==> src/rtl/alu_ctrl_pkg.sv <==
// Shared ALU control encodings and execute-stage state type.
// Used by the ALU decoder and by alu_exec_unit.
package alu_ctrl_pkg;

    localparam int ALU_CTRL_W = 3;

    localparam logic [ALU_CTRL_W-1:0] ALU_AND = 3'b000;
    localparam logic [ALU_CTRL_W-1:0] ALU_OR  = 3'b001;
    localparam logic [ALU_CTRL_W-1:0] ALU_ADD = 3'b010;
    localparam logic [ALU_CTRL_W-1:0] ALU_SUB = 3'b100;
    localparam logic [ALU_CTRL_W-1:0] ALU_MUL = 3'b101;
    localparam logic [ALU_CTRL_W-1:0] ALU_SLT = 3'b110;

    typedef enum logic [1:0] {
        ST_IDLE = 2'd0,
        ST_MUL  = 2'd1,
        ST_FIN  = 2'd2
    } exec_state_t;

    function automatic logic is_mul_op(input logic [ALU_CTRL_W-1:0] op);
        return op == ALU_MUL;
    endfunction

endpackage

==> src/rtl/alu_exec_unit_shift_add_mult.sv <==
// Iterative shift-add multiplier: one partial product per clock, WIDTH iterations.
// done/product are combinational and describe the iteration happening at the coming edge.
module shift_add_mult #(
    parameter int WIDTH = 32
) (
    input  logic             CLK,
    input  logic             RST,
    input  logic             start,
    input  logic [WIDTH-1:0] a,
    input  logic [WIDTH-1:0] b,
    output logic             busy,
    output logic             done,
    output logic [WIDTH-1:0] product
);

    localparam int CNT_W = $clog2(WIDTH);
    localparam logic [CNT_W-1:0] LAST_CNT = CNT_W'(WIDTH - 1);

    logic [WIDTH-1:0] acc;
    logic [WIDTH-1:0] mcand;
    logic [WIDTH-1:0] mplr;
    logic [CNT_W-1:0] cnt;
    logic             running;
    logic [WIDTH-1:0] acc_next;

    always_comb begin
        acc_next = acc + (mplr[0] ? mcand : '0);
    end

    // The owner registers the final value on the same edge as the last iteration.
    assign busy    = running;
    assign done    = running && (cnt == LAST_CNT);
    assign product = acc_next;

    always_ff @(posedge CLK or posedge RST) begin
        if (RST) begin
            acc     <= '0;
            mcand   <= '0;
            mplr    <= '0;
            cnt     <= '0;
            running <= 1'b0;
        end else if (start && !running) begin
            acc     <= '0;
            mcand   <= a;
            mplr    <= b;
            cnt     <= '0;
            running <= 1'b1;
        end else if (running) begin
            acc   <= acc_next;
            mcand <= {mcand[WIDTH-2:0], 1'b0};
            mplr  <= {1'b0, mplr[WIDTH-1:1]};
            cnt   <= cnt + 1'b1;
            if (cnt == LAST_CNT) begin
                running <= 1'b0;
            end
        end
    end

endmodule

==> src/rtl/alu_exec_unit.sv <==
// Execute stage: single-cycle logic/arith ops plus a multi-cycle MUL.
// Result, Zero, Busy and Done are all registered.
module alu_exec_unit
    import alu_ctrl_pkg::*;
#(
    parameter int WIDTH = 32
) (
    input  logic                  CLK,
    input  logic                  RST,
    input  logic                  Start,
    input  logic [ALU_CTRL_W-1:0] ALU_Control,
    input  logic [WIDTH-1:0]      SrcA,
    input  logic [WIDTH-1:0]      SrcB,
    output logic [WIDTH-1:0]      ALU_Result,
    output logic                  Zero,
    output logic                  Busy,
    output logic                  Done
);

    exec_state_t      state;
    logic [WIDTH-1:0] simple_result;
    logic             mult_start;
    logic             mult_busy;
    logic             mult_done;
    logic [WIDTH-1:0] mult_product;

    always_comb begin
        simple_result = '0;
        case (ALU_Control)
            ALU_AND: simple_result = SrcA & SrcB;
            ALU_OR:  simple_result = SrcA | SrcB;
            ALU_ADD: simple_result = SrcA + SrcB;
            ALU_SUB: simple_result = SrcA - SrcB;
            ALU_SLT: simple_result = {{(WIDTH-1){1'b0}}, ($signed(SrcA) < $signed(SrcB))};
            default: simple_result = '0;
        endcase
    end

    // FIN drops Busy, so a new request is accepted there just as in IDLE.
    assign mult_start = Start && is_mul_op(ALU_Control) && (state != ST_MUL);

    shift_add_mult #(
        .WIDTH(WIDTH)
    ) u_mult (
        .CLK    (CLK),
        .RST    (RST),
        .start  (mult_start),
        .a      (SrcA),
        .b      (SrcB),
        .busy   (mult_busy),
        .done   (mult_done),
        .product(mult_product)
    );

    always_ff @(posedge CLK or posedge RST) begin
        if (RST) begin
            state      <= ST_IDLE;
            ALU_Result <= '0;
            Zero       <= 1'b1;
            Busy       <= 1'b0;
            Done       <= 1'b0;
        end else begin
            case (state)
                ST_IDLE, ST_FIN: begin
                    state <= ST_IDLE;
                    Busy  <= 1'b0;
                    Done  <= 1'b0;
                    if (Start) begin
                        if (is_mul_op(ALU_Control)) begin
                            state <= ST_MUL;
                            Busy  <= 1'b1;
                        end else begin
                            ALU_Result <= simple_result;
                            Zero       <= (simple_result == '0);
                            Done       <= 1'b1;
                        end
                    end
                end
                ST_MUL: begin
                    Done <= 1'b0;
                    if (mult_busy && mult_done) begin
                        state      <= ST_FIN;
                        Busy       <= 1'b0;
                        Done       <= 1'b1;
                        ALU_Result <= mult_product;
                        Zero       <= (mult_product == '0);
                    end
                end
                default: begin
                    state <= ST_IDLE;
                    Busy  <= 1'b0;
                    Done  <= 1'b0;
                end
            endcase
        end
    end

endmodule

==> config.mk <==
export PLATFORM = sky130hd
export DESIGN_NAME = alu_exec_unit
export DESIGN_NICKNAME = d
export VERILOG_FILES = /design/src/rtl/alu_ctrl_pkg.sv /design/src/rtl/alu_exec_unit_shift_add_mult.sv /design/src/rtl/alu_exec_unit.sv
export SDC_FILE = /design/constraint.sdc
export NUM_CORES = 1
export LEC_CHECK = 0
export ABC_AREA = 1
export BUFFER_PORTS_ARGS = -buffer_cell sky130_fd_sc_hd__buf_2
export CAP_MARGIN = 10
export CORE_ASPECT_RATIO = 1.75
export CORE_UTILIZATION = 30
export CTS_CLUSTER_DIAMETER = 60
export CTS_CLUSTER_SIZE = 14
export DETAILED_ROUTE_END_ITERATION = 6
export SLEW_MARGIN = 20
export SYNTH_ARGS = -nofsm -noshare
export SYNTH_HDL_FRONTEND = slang
export SYNTH_SLANG_ARGS = --single-unit
export TNS_END_PERCENT = 50
==> constraint.sdc <==
create_clock -name CLK -period 5.6 [get_ports CLK]
set_input_delay 1.12 -clock CLK [delete_from_list [all_inputs] [get_ports CLK]]
set_output_delay 1.12 -clock CLK [all_outputs]
set_load 0.02 [all_outputs]
==> results of run 1 <==
worst register-to-register path: cells and delay by family, from the launching register on:
kind / cells / cell delay, ps
flops: 1 / 360
fa+ha+maj: 2 / 670
simple gates: 13 / 1460
compound gates: 1 / 260
xor+xnor: 1 / 290
buf+inv: 2 / 280
path summary, 6_finish.rpt:
path | slack (ps) | cells past startpoint | end | from
min in group asynchronous | 760 | 2 | ALU_Result[4]$_DFFE_PP0P_ | RST
max in group asynchronous | 3860 | 3 | u_mult.mcand[25]$_DFFE_PP0P_ | RST
worst max register to register | 2220 | 19 | Zero$_DFFE_PP1P_ | u_mult.mplr[0]$_DFFE_PP0P_
worst min-delay path | 470 | 2 | ALU_Result[8]$_DFFE_PP0P_ | ALU_Result[8]$_DFFE_PP0P_
worst min register to register | 470 | 2 | ALU_Result[8]$_DFFE_PP0P_ | ALU_Result[8]$_DFFE_PP0P_
worst max-delay path | 2000 | 19 | Zero$_DFFE_PP1P_ | SrcA[24]
where the power goes:
group | internal, mW | switching (mW) | leakage, nW
Clock | 0.629 | 0.563 | 0.283
Sequential | 1.35 | 0.217 | 1.81
Combinational | 0.774 | 1.86 | 6.98
metrics by stage:
stage,setup WS [ps],util (%)
global placement,1570,32.4
finish,2000,33.6
CTS,2090,33.6
detailed placement,1620,32.4
floorplan,785,-
global route,1840,33.6
routing by layer:
layer	GRT usage (%)	part of all wire [%]	up-vias	routed length (µm)
met1	23.5	37	7203	20900
li1	-	-	7671	-
met4	18.1	7.8	0	4460
met5	0	0	-	0
met3	2.76	4.0	198	2310
met2	42.5	52	469	29400
registers in the layout, summed over array words and instances (netlist names):
name          cells
u_mult.cnt        5
ALU_Result       32
u_mult.acc       32
Done              1
u_mult.mcand     32
state             1
Busy              1
u_mult.mplr      32
Zero              1
u_mult.busy       1
synthesized netlist by cell type (all sizes together) (7+ instances only):
| master | number |
|---|---|
| nor3 | 20 |
| nor2 | 230 |
| nand2 | 788 |
| inv | 461 |
| o211ai | 15 |
| o21bai | 7 |
| nand4 | 24 |
| o221ai | 51 |
| xor2 | 8 |
| o22ai | 28 |
| nand3b | 13 |
| nand3 | 154 |
| ha | 132 |
| clkbuf | 39 |
| dfrtp | 137 |
| buf | 43 |
| a21oi | 104 |
| o21ai | 113 |
cell families (layout without fill, tap and decap cells):
family	after synthesis	count (layout)
compound gates	335	335
other cells	0	3
buf+inv	547	616
flops	138	138
simple gates	1238	1238
xor+xnor	13	13
fa+ha+maj	135	135
area by class of cell:
cell class / instances / area share, %
antenna: 3 / 0.0459
clock buffer: 17 / 2.60
clock inverter: 15 / 0.957
inverter: 465 / 10.7
multi-input combinational: 1721 / 55.6
sequential: 138 / 21.1
tap: 654 / 5.00
timing repair buffer: 119 / 3.87
==> reports/results.ini, run 1 <==
[status]
status = completed

[clock_tree]
clk_latency_ps = 480
cts_tree = yes
cts_hold_buf = 0
cts_sinks = 138
cts-root-buf = clkbuf_16
cts_made_buffers = 17
clk_pin_slew_ps = 70
htree_num_levels = 4
cts_resized = 0
cts_setup_buffers = 0
cts_buffer_depth = 2

[cells_and_area]
final_cells = 3132
drive_gt1_share_pct = 9.86
multi_input_area_mm2 = 0.00910
fin_area_mm2 = 0.0164
n_fill_cell = 5413
final_cell_mix = nand2_1, inv_1, nor2_1, nand3_1, dfrtp_1
syn_to_final_growth_pct = 10.9
regArea_mm2 = 0.00346
nets = 2667
layout_commonest_cell = nand2_1

[setup_path]
critical-path-slowest-cell = ha_1
crit_type = input port to flip-flop
cp.arrival_ps = 4010
crit_family = simple AND/OR/NAND/NOR gates
crit_fanout = 9
cp_cell_sequence = buf_2 -> inv_1 -> ha_1 -> nor2_1 -> nand2_1 -> nor3_2 -> and2_1 -> nand2_1 -> nand2_1 -> nand2_1 -> nand3_1 -> nand3_1 -> nor2_1 -> nand3_1 -> nor2_1 -> nand2_1 -> nand2_1 -> nand2_1 -> nand2_1
critPathBufInv = 2
required_ps = 6010
crit_path_frequent_cell = nand2_1
end_kind = flip-flop
start_kind = input port
critPathMaxStageDelay_ps = 490

[routing]
vias = 15500
drtIter0Drc = 877
wl_per_cell_um = 18.2
routed_via_density = 4.96
drc = 0
wl_um = 57100
final_antenna_net_count = 0
firstDrtPassIters = 6

[floorplanning]
coreArea_mm2 = 0.0486
io-pin-count = 105
design.die.area_mm2 = 0.0501
rows = 107
start_util_pct = 30.3
die_x_um = 170
dieHeight_um = 295

[run]
maxCapViolCount = 0

[yosys]
synthFlopType = dfrtp_1
syn_avg_cell_area_um2 = 6.13
ys_seq_elements = 138
synthArstFlopShare_pct = 100
synth_top_area_share_pct = 23.2
yosysTopAreaCell = dfrtp_1
synth_top_family_by_area = simple AND/OR/NAND/NOR gates
synth_adder_area_share_pct = 11.6
synth_compound_area_share_pct = 13.8
synth_area_leaders = dfrtp_1, nand2_1, inv_1, ha_1, nor2_1
synth_cell_types = 51
yosysWarnings = 0
syn_area_mm2 = 0.0147
syn-num-nets = 2611
synthSimpleGateAreaFrac_pct = 35.5
synth-xor-area-share_pct = 0.772
synth-edff-count = 0
syn_inst = 2406
yosysSeqAreaShare_pct = 23.4
muxShareOfSynthArea_pct = 0

[placed_design]
post-dp-hpwl_um = 45800
dpl_cell_area_mm2 = 0.0158
place_congestion = 0.975
numPortBuffers = 104
place_inst = 3097

[power_and_ir_drop]
peakVddDrop_v = 0.000231
p_leak_nw = 9.07
pwr_density_cell_mw_per_mm2 = 330
p_total_mw = 5.39

[global_route]
grt_use_total_pct = 23.1
grt_max_degree = 74
overflow = 0
grt_pass1_wl_um = 87000
grt_pass1_vias = 15800
antenna_found_initial = 3

[sta]
tightest_slew_ps = 1030
slew_headroom_pct = 31.0
setup_viol = 0
rsz0062_at_grt = false
drv_slew = 0
min_period_ps = 3600
period_share_pct = 64.2
finalHoldViolCount = 0
holdWs_ps = 473
fin_skew_ps = 14.7
fin_tns_setup_ps = 0
max_freq_mhz = 278

[min_path]
holdCritPathClass = flip-flop to flip-flop

No activity file was read; power rests on OpenSTA's default activity.
==> run 2, diff against run 1 <==
--- a/config.mk
+++ b/config.mk
@@ -5,7 +5,7 @@
 export SDC_FILE = /design/constraint.sdc
 export NUM_CORES = 1
 export LEC_CHECK = 0
-export ABC_AREA = 1
+export ABC_AREA = 0
 export BUFFER_PORTS_ARGS = -buffer_cell sky130_fd_sc_hd__buf_2
 export CAP_MARGIN = 10
 export CORE_ASPECT_RATIO = 1.75
==> constraint.sdc (replaced) <==
create_clock -name CLK -period 2.9 [get_ports CLK]
set_input_delay 0.58 -clock CLK [delete_from_list [all_inputs] [get_ports CLK]]
set_output_delay 0.58 -clock CLK [all_outputs]
set_load 0.02 [all_outputs]
==> run 2 against run 1 <==
Against the previous run:
- the run now ends with setup timing left
- combinational power down 20%
- non-clock buffer count is 591 higher
- global-route usage is 1.4 points higher
- design area is 25% higher
- critical path type is now flip-flop to flip-flop
==> reports/results.ini, run 2 <==
[clock_tree]
clk_pin_slew_ps = 60  ; about the same
cts_made_buffers = 17  ; unchanged
cts_tree = yes
cts_hold_buf = 0  ; unchanged
htree_num_levels = 4  ; unchanged
cts-root-buf = clkbuf_16
cts_buffer_depth = 2  ; unchanged
clk_latency_ps = 460  ; -20 ps
cts_sinks = 138  ; unchanged

[placed_design]
dpl_cell_area_mm2 = 0.0190  ; +21%
pre_cts_slack_ps = -1340  ; -2960 ps
place_inst = 2930  ; -5.4%
post-dp-hpwl_um = 46300  ; +1.0%
place_congestion = 0.957  ; -1.9%
numPortBuffers = 104  ; unchanged

[yosys]
synth_area_leaders = dfrtp_1, ha_1, mux2i_1, nand2_1, o21ai_0
yosys-top-cells-count = nand2_1, o21ai_0, dfrtp_1, ha_1
synth-edff-count = 0  ; unchanged
synthArstFlopShare_pct = 100  ; unchanged
yosysMostFrequentCell = nand2_1
yosysSeqAreaShare_pct = 25.3  ; +1.8 points
yosysTopAreaCell = dfrtp_1
yosysWarnings = 0  ; unchanged
synth_cell_types = 73  ; +43%
syn_avg_cell_area_um2 = 7.73  ; +26%
syn-num-nets = 1973  ; -24%
synthFlopType = dfrtp_1
syn_inst = 1768  ; -27%
ys_seq_elements = 138  ; unchanged
synth_top_area_share_pct = 25.1  ; +1.8 points
syn_area_mm2 = 0.0137  ; -7.3%

[status]
status = finished, violations left
violations = setup timing

[sta]
min_period_ps = 3960
setup_viol = 40  ; +40
period_share_pct = 137
tightest_slew_ps = 888  ; -145 ps
rsz0062_at_grt = true
drv_slew = 0  ; unchanged
fin_tns_setup_ps = -15850  ; -15,850 ps
finalHoldViolCount = 0  ; unchanged
max_freq_mhz = 253
worst_slack_ps = -1060  ; -3060 ps
slew_headroom_pct = 40.1  ; +9.1 points
fin_skew_ps = 11.4  ; -3.26 ps

[floorplanning]
coreArea_mm2 = 0.0450  ; -7.5%
start_util_pct = 30.4  ; +0.048 points
die_x_um = 163  ; -3.7%
rows = 103  ; -3.7%
dieHeight_um = 284  ; -3.7%
design.die.area_mm2 = 0.0465  ; -7.2%
io-pin-count = 105  ; unchanged

[setup_path]
cp.arrival_ps = 4350  ; +340 ps
required_ps = 3300  ; -2710 ps
end_kind = flip-flop
r2r_end = Zero$_DFFE_PP1P_
ff2ff_path_depth = 15  ; -4
crit_fanout = 8  ; -1
start_kind = flip-flop
timing.rr.start = u_mult.mplr[0]$_DFFE_PP0P_
crit_type = flip-flop to flip-flop
r2r_slack_ps = -1060  ; -3280 ps

[routing]
final_antenna_net_count = 0  ; unchanged
wl_per_cell_um = 19.0  ; +4.3%
drc = 0  ; unchanged
drtIter0Drc = 759  ; -13%
wl_um = 56700  ; -0.68%
vias = 15500  ; -0.24%
routed_via_density = 5.20  ; +4.7%
firstDrtPassIters = 5  ; -1

[power_and_ir_drop]
pwr_density_cell_mw_per_mm2 = 304  ; -7.8%
p_leak_nw = 9.87  ; +8.8%
peakVddDrop_v = 0.000389  ; +68%

[global_route]
grt_max_degree = 91  ; +23%
grt-busiest-layer = met2
grt_pass1_vias = 15900  ; +1.1%
use_met3_pct = 3.56  ; +0.80 points
grt_use_met1_pct = 26.2  ; +2.7 points
grt_pass1_wl_um = 87100  ; about the same
grt_use_total_pct = 24.5  ; +1.4 points
overflow = 0  ; unchanged
global_route.usage.met2_pct = 44.6  ; +2.2 points
antenna_found_initial = 1  ; -2

[cells_and_area]
drive_gt1_share_pct = 35.6  ; +26 points
nets = 2601  ; -2.5%
syn_to_final_growth_pct = 50.0
fin_area_mm2 = 0.0205  ; +25%
final_cell_mix = buf_4, nand2_1, o21ai_0, dfrtp_1, inv_1
layout_commonest_cell = buf_4
n_antenna_cell = 0  ; -3
final_cells = 2983  ; -4.8%

[run]
maxCapViolCount = 0  ; unchanged

[min_path]
holdCritPathClass = input port to asynchronous set/reset pin

run 2: how the worst max path moves through the flow:
stage,cells after the start,to,slack [ps],from
finish,15,Zero$_DFFE_PP1P_,-1060,u_mult.mplr[0]$_DFFE_PP0P_
global route,15,Zero$_DFFE_PP1P_,-1230,u_mult.mplr[0]$_DFFE_PP0P_
global placement,18,Zero$_DFFE_PP1P_,-1330,SrcA[0]
CTS,15,Zero$_DFFE_PP1P_,-1080,u_mult.mplr[0]$_DFFE_PP0P_
detailed placement,18,Zero$_DFFE_PP1P_,-1340,SrcA[0]
floorplan,14,Zero$_DFFE_PP1P_,-810,u_mult.mplr[0]$_DFFE_PP0P_
run 2: cell type report:
class                   instances  area [µm²]
repair buffers                710        5270
inverters                     130         492
flip-flops and latches        138        3460
multi-input cells            1399       10000
well taps                     577         722
fillers                      4410       24500
clock buffers                  18         429
clock inverters                11         126
run 2: logic make-up after synthesis:
logic type / share of synthesized area [%]
AND/OR/NAND/NOR: 19.6
AO/OA/AOI/OAI: 26.2
buffers and inverters: 6.39
flip-flops: 25.3
adder cells (fa/ha/maj): 12.5
multiplexers: 8.07
XOR/XNOR: 1.99
run 2: report_power, final:
| group | internal (mW) | total, mW | switching (mW) |
|---|---|---|---|
| combinational | 0.970 | 2.10 | 1.13 |
| clock | 1.25 | 2.17 | 0.925 |
| sequential | 1.95 | 1.97 | 0.0152 |
| total | 4.17 | 6.24 | 2.07 |
run 2: critical path, stage by stage (launching register included):
cell and delay, ps:
dfrtp_1 420, buf_6 160, and2_4 140, ha_4 250, a21o_1 180, a21o_1 170, a221o_1 360, o211ai_1 550
buf_4 220, a211oi_1 80, nor3_1 160, nand4b_1 190, or4_1 440, nand4bb_1 210, nor4_2 200, a221o_1 180
run 2: what timing repair did:
action                     CTS  global route
cloned                       0             1
setup buffers                9            15
setup endpoints to repair   42            43
pin swaps                   27            35
resized for setup           94            59
run 2: per-layer routing:
metal | up-vias | part of all wire (%)
met2 | 386 | 53
met3 | 139 | 3.8
li1 | 7558 | -
met1 | 7421 | 38
met4 | 0 | 5.5
met5 | - | 0
run 2: through the flow:
stage,total power [mW],utilization (%),hold slack [ps]
finish,6.24,45.6,242
global route,6.52,45.6,269
global placement,4.02,42.3,451
detailed placement,4.03,42.3,463
floorplan,2.90,-,450
CTS,6.27,44.6,241
==> run 3, diff against run 2 <==
==> constraint.sdc (replaced) <==
create_clock -name CLK -period 4 [get_ports CLK]
set_input_delay 0.8 -clock CLK [delete_from_list [all_inputs] [get_ports CLK]]
set_output_delay 0.8 -clock CLK [all_outputs]
set_load 0.02 [all_outputs]
==> run 3 against run 2 <==
Against the previous run:
- the flow now finishes without violations
- core utilization shrank 5.4 points
- clock power shrank 20%
- non-clock buffer count shrank 256
- sequential power shrank 27%
- design area shrank 12%
- combinational power shrank 34%
- critical path depth is the same
- total power shrank 27%
- register-to-register slack gained 1200 ps
- critical endpoint unchanged
- highest routed layer unchanged
==> reports/results.ini, run 3 (synthesis results as in run 2) <==
[status]
status = completed

[floorplanning]
die_x_um = 163  ; unchanged
start_util_pct = 30.4  ; unchanged
coreArea_mm2 = 0.0450  ; unchanged
dieHeight_um = 284  ; unchanged
io-pin-count = 105  ; unchanged
rows = 103  ; unchanged
design.die.area_mm2 = 0.0465  ; unchanged

[cells_and_area]
drive_gt1_share_pct = 25.5  ; -10 points
multi_input_area_mm2 = 0.00956  ; -4.5%
n_antenna_cell = 0  ; unchanged
fin_area_mm2 = 0.0181  ; -12%
regArea_mm2 = 0.00346  ; unchanged
layout_commonest_cell = buf_4
final_cell_mix = buf_4, nand2_1, o21ai_0, dfrtp_1, ha_1
final_core_util_pct = 40.2  ; -5.4 points
syn_to_final_growth_pct = 32.3
n_fill_cell = 4615  ; +4.6%
nets = 2345  ; -9.8%

[routing]
firstDrtPassIters = 5  ; unchanged
met3_wirelength_um = 2150  ; +0.80%
wl_per_cell_um = 20.0  ; +5.0%
met2WireLength_um = 28300  ; -5.0%
dr.max_layer_used = met4
final_antenna_net_count = 0  ; unchanged
drtIter0Drc = 828  ; +9.1%
drc = 0  ; unchanged
wl_um = 54400  ; -4.0%
routed_via_density = 5.37  ; +3.3%
vias = 14600  ; -5.5%
wl_met1_um = 21000  ; -2.9%

[setup_path]
start_kind = flip-flop
required_ps = 4400  ; +1100 ps
crit_type = flip-flop to flip-flop
cp.arrival_ps = 4290  ; -60 ps
end_kind = flip-flop
crit_fanout = 15  ; +7

[sta]
rsz0062_at_grt = true
period_share_pct = 97.4  ; -39 points
max_freq_mhz = 257  ; +1.6%
finalHoldViolCount = 0  ; unchanged
fin_skew_ps = 9.20  ; -2.25 ps
setup_viol = 0  ; -100%
tightest_slew_ps = 972  ; +83.7 ps
drv_slew = 0  ; unchanged
worst_slack_ps = 104  ; +1160 ps
holdWs_ps = 410  ; +168 ps
min_period_ps = 3900  ; -62.9 ps
slew_headroom_pct = 35.2  ; -5.0 points

[placed_design]
place_congestion = 0.956  ; -0.13%
numPortBuffers = 104  ; unchanged
dpl_cell_area_mm2 = 0.0172  ; -9.5%
post-dp-hpwl_um = 43900  ; -5.1%
pre_cts_slack_ps = -523  ; +821 ps

[global_route]
overflow = 0  ; unchanged
antenna_found_initial = 0  ; -1
grt_max_degree = 106  ; +16%
grt_pass1_wl_um = 83800  ; -3.8%
grt_use_total_pct = 23.6  ; -0.88 points
grt_pass1_vias = 15000  ; -5.9%

[clock_tree]
cts_made_buffers = 17  ; unchanged
clk_pin_slew_ps = 60  ; about the same
cts_sinks = 138  ; unchanged
cts-root-buf = clkbuf_16
cts_tree = yes
cts_hold_buf = 0  ; unchanged
htree_num_levels = 4  ; unchanged
clk_latency_ps = 460  ; about the same
cts_buffer_depth = 2  ; unchanged

[power_and_ir_drop]
pwr_density_cell_mw_per_mm2 = 252  ; -17%
peakVddDrop_v = 0.000282  ; -27%
p_leak_nw = 8.59  ; -13%
p_total_mw = 4.56  ; -27%

[min_path]
holdCritPathClass = input port to asynchronous set/reset pin

[run]
maxCapViolCount = 0  ; unchanged

==> run 3: layout make-up <==
cell class              count  share of cell area (%)
well taps                 577                    3.99
repair buffers            454                    17.9
flip-flops and latches    138                    19.1
clock inverters            11                   0.948
inverters                 130                    2.72
clock buffers              19                    2.45
multi-input cells        1399                    52.9
==> run 3: power by group <==
part           leakage (nW)  internal [mW]  switching [mW]
sequential             1.42           1.41          0.0123
combinational          6.88          0.602           0.786
clock                 0.295           1.05           0.690
==> run 3: through the flow <==
stage / TNS [ps] / cells
after floorplan: 0 / 1768
after global routing: -65.0 / 2728
final: 0 / 2728
after CTS: 0 / 2724
after detailed placement: -1530 / 2692
after global placement: -1210 / 2692
==> run 3: layer usage <==
metal	vias to the layer above	track usage (%)
li1	7050	-
met1	7066	25.4
met2	390	43.3
met3	140	3.09
met4	0	13.4
met5	-	0
==> run 3: path summary, 6_finish.rpt <==
| kind | from | endpoint | slack, ps | cells past startpoint |
|---|---|---|---|---|
| worst min register to register | ALU_Result[16]$_DFFE_PP0P_ | ALU_Result[16]$_DFFE_PP0P_ | 460 | 2 |
| worst min-delay path | RST | u_mult.acc[1]$_DFFE_PP0P_ | 410 | 2 |
| min in group CLK | ALU_Result[16]$_DFFE_PP0P_ | ALU_Result[16]$_DFFE_PP0P_ | 460 | 2 |
| max in group asynchronous | RST | u_mult.mcand[24]$_DFFE_PP0P_ | 2780 | 3 |
| worst max register to register | u_mult.mplr[0]$_DFFE_PP0P_ | Zero$_DFFE_PP1P_ | 100 | 15 |
| worst max-delay path | u_mult.mplr[0]$_DFFE_PP0P_ | Zero$_DFFE_PP1P_ | 100 | 15 |
==> run 3: timing repair <==
item / CTS / global route
resized for setup: 8 / 33
buffers inserted: 2 / 4
endpoints found under the setup margin: 1 / 2
pin swaps: 7 / 16
==> run 3: critical path, stage by stage (launching register included) <==
cell      delay [ps]
dfrtp_1          380
buf_6            150
and2_1           170
ha_1             290
and3_1           200
and2_1           170
a221o_1          340
o2111a_1         280
or3_4            360
a31oi_2          200
buf_4            150
o221ai_1         120
xnor2_1          200
or3_4            430
nor4_4           220
a221o_1          180
